<file path="config.mk">
export PLATFORM = sky130hd
export DESIGN_NAME = jtag_axi_bridge
export DESIGN_NICKNAME = d
export VERILOG_FILES = /design/src/rtl/jtag_axi_pkg.sv /design/src/rtl/jtag_axi_strb_gen.sv /design/src/rtl/jtag_axi_bridge.sv
export SDC_FILE = /design/constraint.sdc
export NUM_CORES = 1
export LEC_CHECK = 0
export ABC_AREA = 1
export BUFFER_PORTS_ARGS = -buffer_cell sky130_fd_sc_hd__buf_2
export CAP_MARGIN = 0
export CORE_AREA = 2 2 193 195
export CTS_CLUSTER_DIAMETER = 50
export DETAILED_ROUTE_END_ITERATION = 8
export DIE_AREA = 0 0 195 197
export PLACE_DENSITY = 0.47
export SYNTH_ARGS = -nofsm -noshare
export SYNTH_HDL_FRONTEND = slang
export SYNTH_SLANG_ARGS = --single-unit
export TNS_END_PERCENT = 10
</file>
<file path="constraint.sdc">
create_clock -name clk_i -period 3.3 [get_ports clk_i]
set_clock_uncertainty 0.05 [all_clocks]
set_input_delay 0.66 -clock clk_i [delete_from_list [all_inputs] [get_ports clk_i]]
set_output_delay 0.66 -clock clk_i [all_outputs]
set_load 0.01 [all_outputs]
</file>
<file path="src/rtl/jtag_axi_pkg.sv">
// Shared definitions for the JTAG-to-AXI debug bridge: FSM states, command word layout,
// AXI response codes and strobe-width helper.
// Pure declarations, no logic.
package jtag_axi_pkg;

    typedef enum logic [2:0] {
        ST_IDLE = 3'd0,
        ST_AR   = 3'd1,
        ST_R    = 3'd2,
        ST_AW   = 3'd3,
        ST_W    = 3'd4,
        ST_B    = 3'd5
    } state_t;

    // Command header layout (low byte of the JTAG data register).
    localparam int CMD_REQ      = 0;
    localparam int CMD_WRITE    = 1;
    localparam int CMD_SIZE_LSB = 2;
    localparam int CMD_SIZE_W   = 3;
    localparam int CMD_HDR_W    = 8;

    localparam logic [1:0] RESP_OKAY   = 2'b00;
    localparam logic [1:0] RESP_EXOKAY = 2'b01;
    localparam logic [1:0] RESP_SLVERR = 2'b10;
    localparam logic [1:0] RESP_DECERR = 2'b11;

    localparam logic [1:0] BURST_INCR = 2'b01;

    function automatic int strb_width(input int data_width);
        return data_width / 8;
    endfunction

endpackage

</file>
<file path="src/rtl/jtag_axi_strb_gen.sv">
// Byte-strobe generator for single-beat AXI writes: strb = ((1 << 2^size) - 1) << offset.
// Latency: purely combinational. Backpressure: none.
// Ports: size (log2 bytes), offset (byte lane of the aligned address), strb (one bit per lane).
module jtag_axi_strb_gen
    import jtag_axi_pkg::*;
#(
    parameter int DATA_WIDTH = 64
) (
    input  logic [CMD_SIZE_W-1:0]              size,
    input  logic [$clog2(DATA_WIDTH/8)-1:0]    offset,
    output logic [strb_width(DATA_WIDTH)-1:0]  strb
);

    localparam int STRB_W = strb_width(DATA_WIDTH);

    logic [STRB_W-1:0] mask;

    // Build the low-aligned mask lane by lane so a full-width transfer never needs
    // an (STRB_W+1)-bit intermediate.
    always_comb begin
        mask = '0;
        for (int i = 0; i < STRB_W; i++) begin
            mask[i] = (i < (1 << size));
        end
        strb = mask << offset;
    end

endmodule

</file>
<file path="src/rtl/jtag_axi_bridge.sv">
// JTAG-to-AXI4 single-beat master: captures a command on update_i and issues one read or write.
// Latency: write AW at T+1, W at T+2, B at T+3; read AR at T+1, R at T+2, data visible T+3.
// Backpressure: valids held until ready; update_i while busy is dropped and flags overrun.
// Ports: clk_i/rst_ni; update_i + axireg_i command in; axireg_o status/read data out;
//        full AW/W/B/AR/R AXI4 master channels (IDs 0, len 0, INCR).
// Optional hang detection: define JTAG_AXI_TIMEOUT_EN to build the busy-cycle counter.
module jtag_axi_bridge
    import jtag_axi_pkg::*;
#(
    parameter int ADDR_WIDTH     = 32,
    parameter int DATA_WIDTH     = 64,
    parameter int ID_WIDTH       = 4,
    parameter int TIMEOUT_CYCLES = 1024
) (
    input  logic                                   clk_i,
    input  logic                                   rst_ni,
    input  logic                                   update_i,
    input  logic [CMD_HDR_W+ADDR_WIDTH+DATA_WIDTH-1:0] axireg_i,
    output logic [CMD_HDR_W+ADDR_WIDTH+DATA_WIDTH-1:0] axireg_o,
    // AW
    output logic [ID_WIDTH-1:0]                    aw_id_o,
    output logic [ADDR_WIDTH-1:0]                  aw_addr_o,
    output logic [7:0]                             aw_len_o,
    output logic [2:0]                             aw_size_o,
    output logic [1:0]                             aw_burst_o,
    output logic                                   aw_lock_o,
    output logic [3:0]                             aw_cache_o,
    output logic [2:0]                             aw_prot_o,
    output logic [3:0]                             aw_qos_o,
    output logic [3:0]                             aw_region_o,
    output logic                                   aw_valid_o,
    input  logic                                   aw_ready_i,
    // W
    output logic [DATA_WIDTH-1:0]                  w_data_o,
    output logic [DATA_WIDTH/8-1:0]                w_strb_o,
    output logic                                   w_last_o,
    output logic                                   w_valid_o,
    input  logic                                   w_ready_i,
    // B
    input  logic [1:0]                             b_resp_i,
    input  logic                                   b_valid_i,
    output logic                                   b_ready_o,
    // AR
    output logic [ID_WIDTH-1:0]                    ar_id_o,
    output logic [ADDR_WIDTH-1:0]                  ar_addr_o,
    output logic [7:0]                             ar_len_o,
    output logic [2:0]                             ar_size_o,
    output logic [1:0]                             ar_burst_o,
    output logic                                   ar_lock_o,
    output logic [3:0]                             ar_cache_o,
    output logic [2:0]                             ar_prot_o,
    output logic [3:0]                             ar_qos_o,
    output logic [3:0]                             ar_region_o,
    output logic                                   ar_valid_o,
    input  logic                                   ar_ready_i,
    // R
    input  logic [DATA_WIDTH-1:0]                  r_data_i,
    input  logic [1:0]                             r_resp_i,
    input  logic                                   r_last_i,
    input  logic                                   r_valid_i,
    output logic                                   r_ready_o
);

    localparam int CMD_W    = CMD_HDR_W + ADDR_WIDTH + DATA_WIDTH;
    localparam int OFF_W    = $clog2(DATA_WIDTH/8);
    localparam int MAX_SIZE = OFF_W;

    state_t                  state_q;
    logic [CMD_W-1:0]        cmd_q;
    logic [DATA_WIDTH-1:0]   rdata_q;
    logic [1:0]              resp_q;
    logic                    overrun_q;
    logic                    timeout_q;

    logic                    busy;
    logic                    in_req;
    logic                    in_write;
    logic [CMD_SIZE_W-1:0]   in_size;
    logic                    size_ok;
    logic                    accept;
    logic [CMD_SIZE_W-1:0]   cmd_size;
    logic [ADDR_WIDTH-1:0]   cmd_addr;
    logic [ADDR_WIDTH-1:0]   align_addr;

    assign busy     = (state_q != ST_IDLE);
    assign in_req   = axireg_i[CMD_REQ];
    assign in_write = axireg_i[CMD_WRITE];
    assign in_size  = axireg_i[CMD_SIZE_LSB +: CMD_SIZE_W];
    assign size_ok  = (in_size <= 3'(MAX_SIZE));
    // Accepted includes illegal-size commands: they still clear status, just issue nothing.
    assign accept   = update_i && !busy && in_req;

    assign cmd_size   = cmd_q[CMD_SIZE_LSB +: CMD_SIZE_W];
    assign cmd_addr   = cmd_q[CMD_HDR_W +: ADDR_WIDTH];
    assign align_addr = cmd_addr & ~((ADDR_WIDTH'(1) << cmd_size) - ADDR_WIDTH'(1));

    // AXI outputs decode straight from the registered state, so a valid cannot drop
    // until the FSM sees its ready.
    assign aw_id_o     = '0;
    assign aw_addr_o   = align_addr;
    assign aw_len_o    = 8'd0;
    assign aw_size_o   = cmd_size;
    assign aw_burst_o  = BURST_INCR;
    assign aw_lock_o   = 1'b0;
    assign aw_cache_o  = 4'd0;
    assign aw_prot_o   = 3'd0;
    assign aw_qos_o    = 4'd0;
    assign aw_region_o = 4'd0;
    assign aw_valid_o  = (state_q == ST_AW);

    assign w_data_o    = cmd_q[CMD_HDR_W+ADDR_WIDTH +: DATA_WIDTH];
    assign w_valid_o   = (state_q == ST_W);
    assign w_last_o    = w_valid_o;
    assign b_ready_o   = (state_q == ST_B);

    assign ar_id_o     = '0;
    assign ar_addr_o   = align_addr;
    assign ar_len_o    = 8'd0;
    assign ar_size_o   = cmd_size;
    assign ar_burst_o  = BURST_INCR;
    assign ar_lock_o   = 1'b0;
    assign ar_cache_o  = 4'd0;
    assign ar_prot_o   = 3'd0;
    assign ar_qos_o    = 4'd0;
    assign ar_region_o = 4'd0;
    assign ar_valid_o  = (state_q == ST_AR);
    assign r_ready_o   = (state_q == ST_R);

    jtag_axi_strb_gen #(
        .DATA_WIDTH (DATA_WIDTH)
    ) u_strb_gen (
        .size   (cmd_size),
        .offset (align_addr[OFF_W-1:0]),
        .strb   (w_strb_o)
    );

    assign axireg_o = {rdata_q, {ADDR_WIDTH{1'b0}}, 3'b000, overrun_q, timeout_q, busy, resp_q};

    always_ff @(posedge clk_i or negedge rst_ni) begin
        if (!rst_ni) begin
            state_q   <= ST_IDLE;
            cmd_q     <= '0;
            rdata_q   <= '0;
            resp_q    <= RESP_OKAY;
            overrun_q <= 1'b0;
        end else begin
            case (state_q)
                ST_IDLE: begin
                    if (accept) begin
                        cmd_q     <= axireg_i;
                        overrun_q <= 1'b0;
                        if (size_ok) begin
                            resp_q  <= RESP_OKAY;
                            state_q <= in_write ? ST_AW : ST_AR;
                        end else begin
                            resp_q  <= RESP_SLVERR;
                        end
                    end
                end
                ST_AR: if (ar_ready_i) state_q <= ST_R;
                ST_R: begin
                    if (r_valid_i) begin
                        rdata_q <= r_data_i;
                        resp_q  <= r_resp_i;
                        state_q <= ST_IDLE;
                    end
                end
                ST_AW: if (aw_ready_i) state_q <= ST_W;
                ST_W:  if (w_ready_i)  state_q <= ST_B;
                ST_B: begin
                    if (b_valid_i) begin
                        resp_q  <= b_resp_i;
                        state_q <= ST_IDLE;
                    end
                end
                default: state_q <= ST_IDLE;
            endcase
            if (update_i && busy) overrun_q <= 1'b1;
        end
    end

`ifdef JTAG_AXI_TIMEOUT_EN
    localparam int TCNT_W = $clog2(TIMEOUT_CYCLES) + 1;
    logic [TCNT_W-1:0] tcnt_q;

    // Counter parks at the limit; the FSM keeps waiting so the bus stays protocol-safe.
    always_ff @(posedge clk_i or negedge rst_ni) begin
        if (!rst_ni) begin
            tcnt_q    <= '0;
            timeout_q <= 1'b0;
        end else if (accept) begin
            tcnt_q    <= '0;
            timeout_q <= 1'b0;
        end else if (busy) begin
            if (tcnt_q != TCNT_W'(TIMEOUT_CYCLES - 1)) begin
                tcnt_q <= tcnt_q + 1'b1;
            end else begin
                timeout_q <= 1'b1;
            end
        end
    end

    logic unused_ok;
    assign unused_ok = ^{r_last_i, cmd_q[CMD_HDR_W-1:CMD_SIZE_LSB+CMD_SIZE_W], cmd_q[CMD_WRITE:CMD_REQ]};
`else
    assign timeout_q = 1'b0;

    logic unused_ok;
    assign unused_ok = ^{r_last_i, cmd_q[CMD_HDR_W-1:CMD_SIZE_LSB+CMD_SIZE_W], cmd_q[CMD_WRITE:CMD_REQ],
                         (TIMEOUT_CYCLES > 0)};
`endif

endmodule

</file>
==> flow_metrics.py <==
metrics = {
    "floorplan": {
        "core-area_sq_um": 36300,
        "row_count": 70,
        "start_util_pct": 23.3,
        "io_pins": 493,
        "dieHeight_um": 197,
        "fp.dieW_um": 195,
        "dieArea_sq_um": 38400,
    },
    "timing": {
        "tns_ns": 0,
        "rsz0062_at_grt": "false",
        "relSlewSlack_pct": 48.6,
        "fmax_mhz": 375,
        "setup_ws_ns": 0.634,
        "fin_crit_sh_pct": 80.8,
        "layout_min_cycle_time_ns": 2.67,
        "hold_violations": 0,
        "setup_violations": 0,
        "worst_pin_slew_ns": 0.771,
        "finalMaxSlewViolations": 0,
    },
    "worst_setup_path": {
        "cpMaxStageDelayCell": "dfrtp_1",
        "max_stage_delay_ns": 0.50,
        "r2r_setup_slack_ns": 1.25,
        "arrival_ns": 1.96,
        "crit_path_end_kind": "output pin",
        "required_ns": 2.59,
        "worst-path-max-fanout": 9,
        "r2r-end": "cmd_q[22]",
        "rr_startpoint": "state_q[0]",
        "crit_chain": "nand2_1, nor2_1, inv_1, ha_1, nor2_1, buf_2",
        "critPathTopFamily": "flip-flops",
        "worst-path-buf-inv": 2,
        "crit_type": "register to output pin",
        "cp-start-kind": "register",
        "worstRegToRegCells": 5,
        "critPathMostFrequentCell": "nor2_1",
    },
    "global_routing": {
        "grt_pass1_wl_mm": 36.2,
        "antenna_found_initial": 4,
        "grt_max_degree": 112,
        "grt_pass1_vias": 6433,
        "overflow": 0,
        "grt_usage_pct": 12.2,
    },
    "routing": {
        "routed_wl_mm": 23.8,
        "first_pass_iters": 4,
        "wire_per_inst_um": 13.5,
        "viasPerCell": 3.85,
        "ant_nets": 0,
        "first_iter_violations": 167,
        "route.detailed.drc": 0,
        "vias": 6789,
    },
    "cts": {
        "clk_latency_ns": 0.43,
        "cts_buffer_depth": 2,
        "cts_tree": "yes",
        "clk_pin_slew_ns": 0.07,
        "clock_sinks": 169,
        "htree_levels": 4,
        "ctsHoldBuffers": 0,
        "post_cts_resized": 0,
        "cts-root-buf": "clkbuf_16",
        "numCtsBuffers": 17,
        "post_cts_buffers": 0,
    },
    "power_and_ir_drop": {
        "pwr_density_cell_nw_per_um2": 943,
        "leakagePower_uw": 0.00617,
        "peakVddDrop_v": 0.000362,
    },
    "cells_and_area": {
        "nNetsFinal": 1466,
        "drive_gt1_share_pct": 34.1,
        "area_growth_pct": 22.8,
        "antenna_cells": 0,
        "mostFrequentLayoutCells": "nand2_1 (440), buf_2 (391), dfrtp_1 (169), conb_1 (96), nand3_1 (74)",
        "final_common_cell": "nand2_1",
    },
    "logic_synthesis": {
        "yosysSeqAreaShare_pct": 50.1,
        "synth-seq-cells": 169,
        "synth_cells": 1030,
        "syn_area_sq_um": 8450,
        "syn_avg_cell_area_sq_um": 8.20,
        "netlist-cell-type-count": 22,
        "yosysWarnings": 0,
    },
    "worst_hold_path": {
        "worstHoldPathType": "primary input to asynchronous set/reset pin",
    },
    "run": {
        "drv_cap": 0,
    },
    "place": {
        "dpl.hpwl_mm": 17.6,
        "dpl_worst_slack_ns": 1.08,
        "io_buffers": 392,
        "place_congestion": 0.775,
    },
    "status": {
        "status": "complete, no violations",
    },
}
## synthesized netlist by cell type
cell      instances  area (sq um)
nand3_1          74           370
clkbuf_2          1          5.00
conb_1            2          7.51
nor2_1           22          82.6
a22o_1            1          8.76
a21oi_1           2          10.0
inv_2             2          7.51
o21ai_0          17          85.1
buf_2            16          80.1
nand3b_1          1          7.51
inv_1            27           101
dfrtp_1         169          4230
nor2_4            2          22.5
buf_6             1          11.3
ha_1              1          12.5
o21ai_1           1          5.00
buf_4           210          1580
clkbuf_1         36           135
nand2_2           1          6.26
nand4_1           2          12.5
nand2_1         441          1660
nor3_4            1          16.3
## power by group
group | internal [uW] | leakage (uW) | switching, uW
registers | 3030 | 0.00211 | 549
logic | 1510 | 0.00374 | 2430
clock network | 1390 | 0.000322 | 881
## metrics by stage
stage | total power [uW] | cell area [sq um] | cells | hold slack, ns | util [%]
global placement | 7610 | 9720 | 1733 | 0.400 | 26.8
detailed placement | 7650 | 9720 | 1733 | 0.403 | 26.8
finish | 9790 | 10400 | 1765 | 0.228 | 28.6
CTS | 9990 | 10400 | 1765 | 0.230 | 28.6
floorplan | 6670 | 8800 | 1124 | 0.314 | -
global route | 10600 | 10400 | 1765 | 0.254 | 28.6
## logic make-up after synthesis
kind of cell,count (synthesis),share of synthesized area (%)
AOI/OAI and AO/OA,21,1.29
and+or+nand+nor,544,25.7
buffers and inverters,293,22.7
adders and majority gates,1,0.148
DFF,169,50.1
other,2,0.0889
## metal layers
| layer | share of wire (%) | routed length, um | global-route usage, % |
|---|---|---|---|
| met1 | 41 | 9840 | 14.1 |
| met4 | 1.1 | 252 | 3.45 |
| met2 | 47 | 11200 | 20.0 |
| met5 | 0.21 | 51 | 0 |
| met3 | 10 | 2410 | 5.72 |
## registers in the layout, indices dropped and copies added (netlist names)
| name | cells |
|---|---|
| resp_q | 2 |
| rdata_q | 64 |
| cmd_q | 99 |
| state_q | 3 |
| overrun_q | 1 |
## area by class of cell
| class | instances | area [sq um] |
|---|---|---|
| tap | 468 | 586 |
| inverter | 29 | 109 |
| fill | 4014 | 25900 |
| sequential | 169 | 4230 |
| timing repair buffer | 405 | 2140 |
| clock inverter | 11 | 191 |
| clock buffer | 21 | 460 |
| multi-input combinational | 662 | 2660 |
## worst max path at each step
stage | startpoint | to | slack [ns] | cells past startpoint
final | cmd_q[4] | aw_addr_o[15] | 0.63 | 6
after global routing | cmd_q[4] | ar_addr_o[15] | 0.45 | 6
after CTS | cmd_q[4] | ar_addr_o[15] | 0.57 | 6
after detailed placement | cmd_q[4] | ar_addr_o[15] | 1.08 | 6
after global placement | cmd_q[4] | aw_addr_o[7] | 1.12 | 7
after floorplan | cmd_q[4] | aw_addr_o[15] | 1.32 | 6
(Power assumes the default switching activity.)
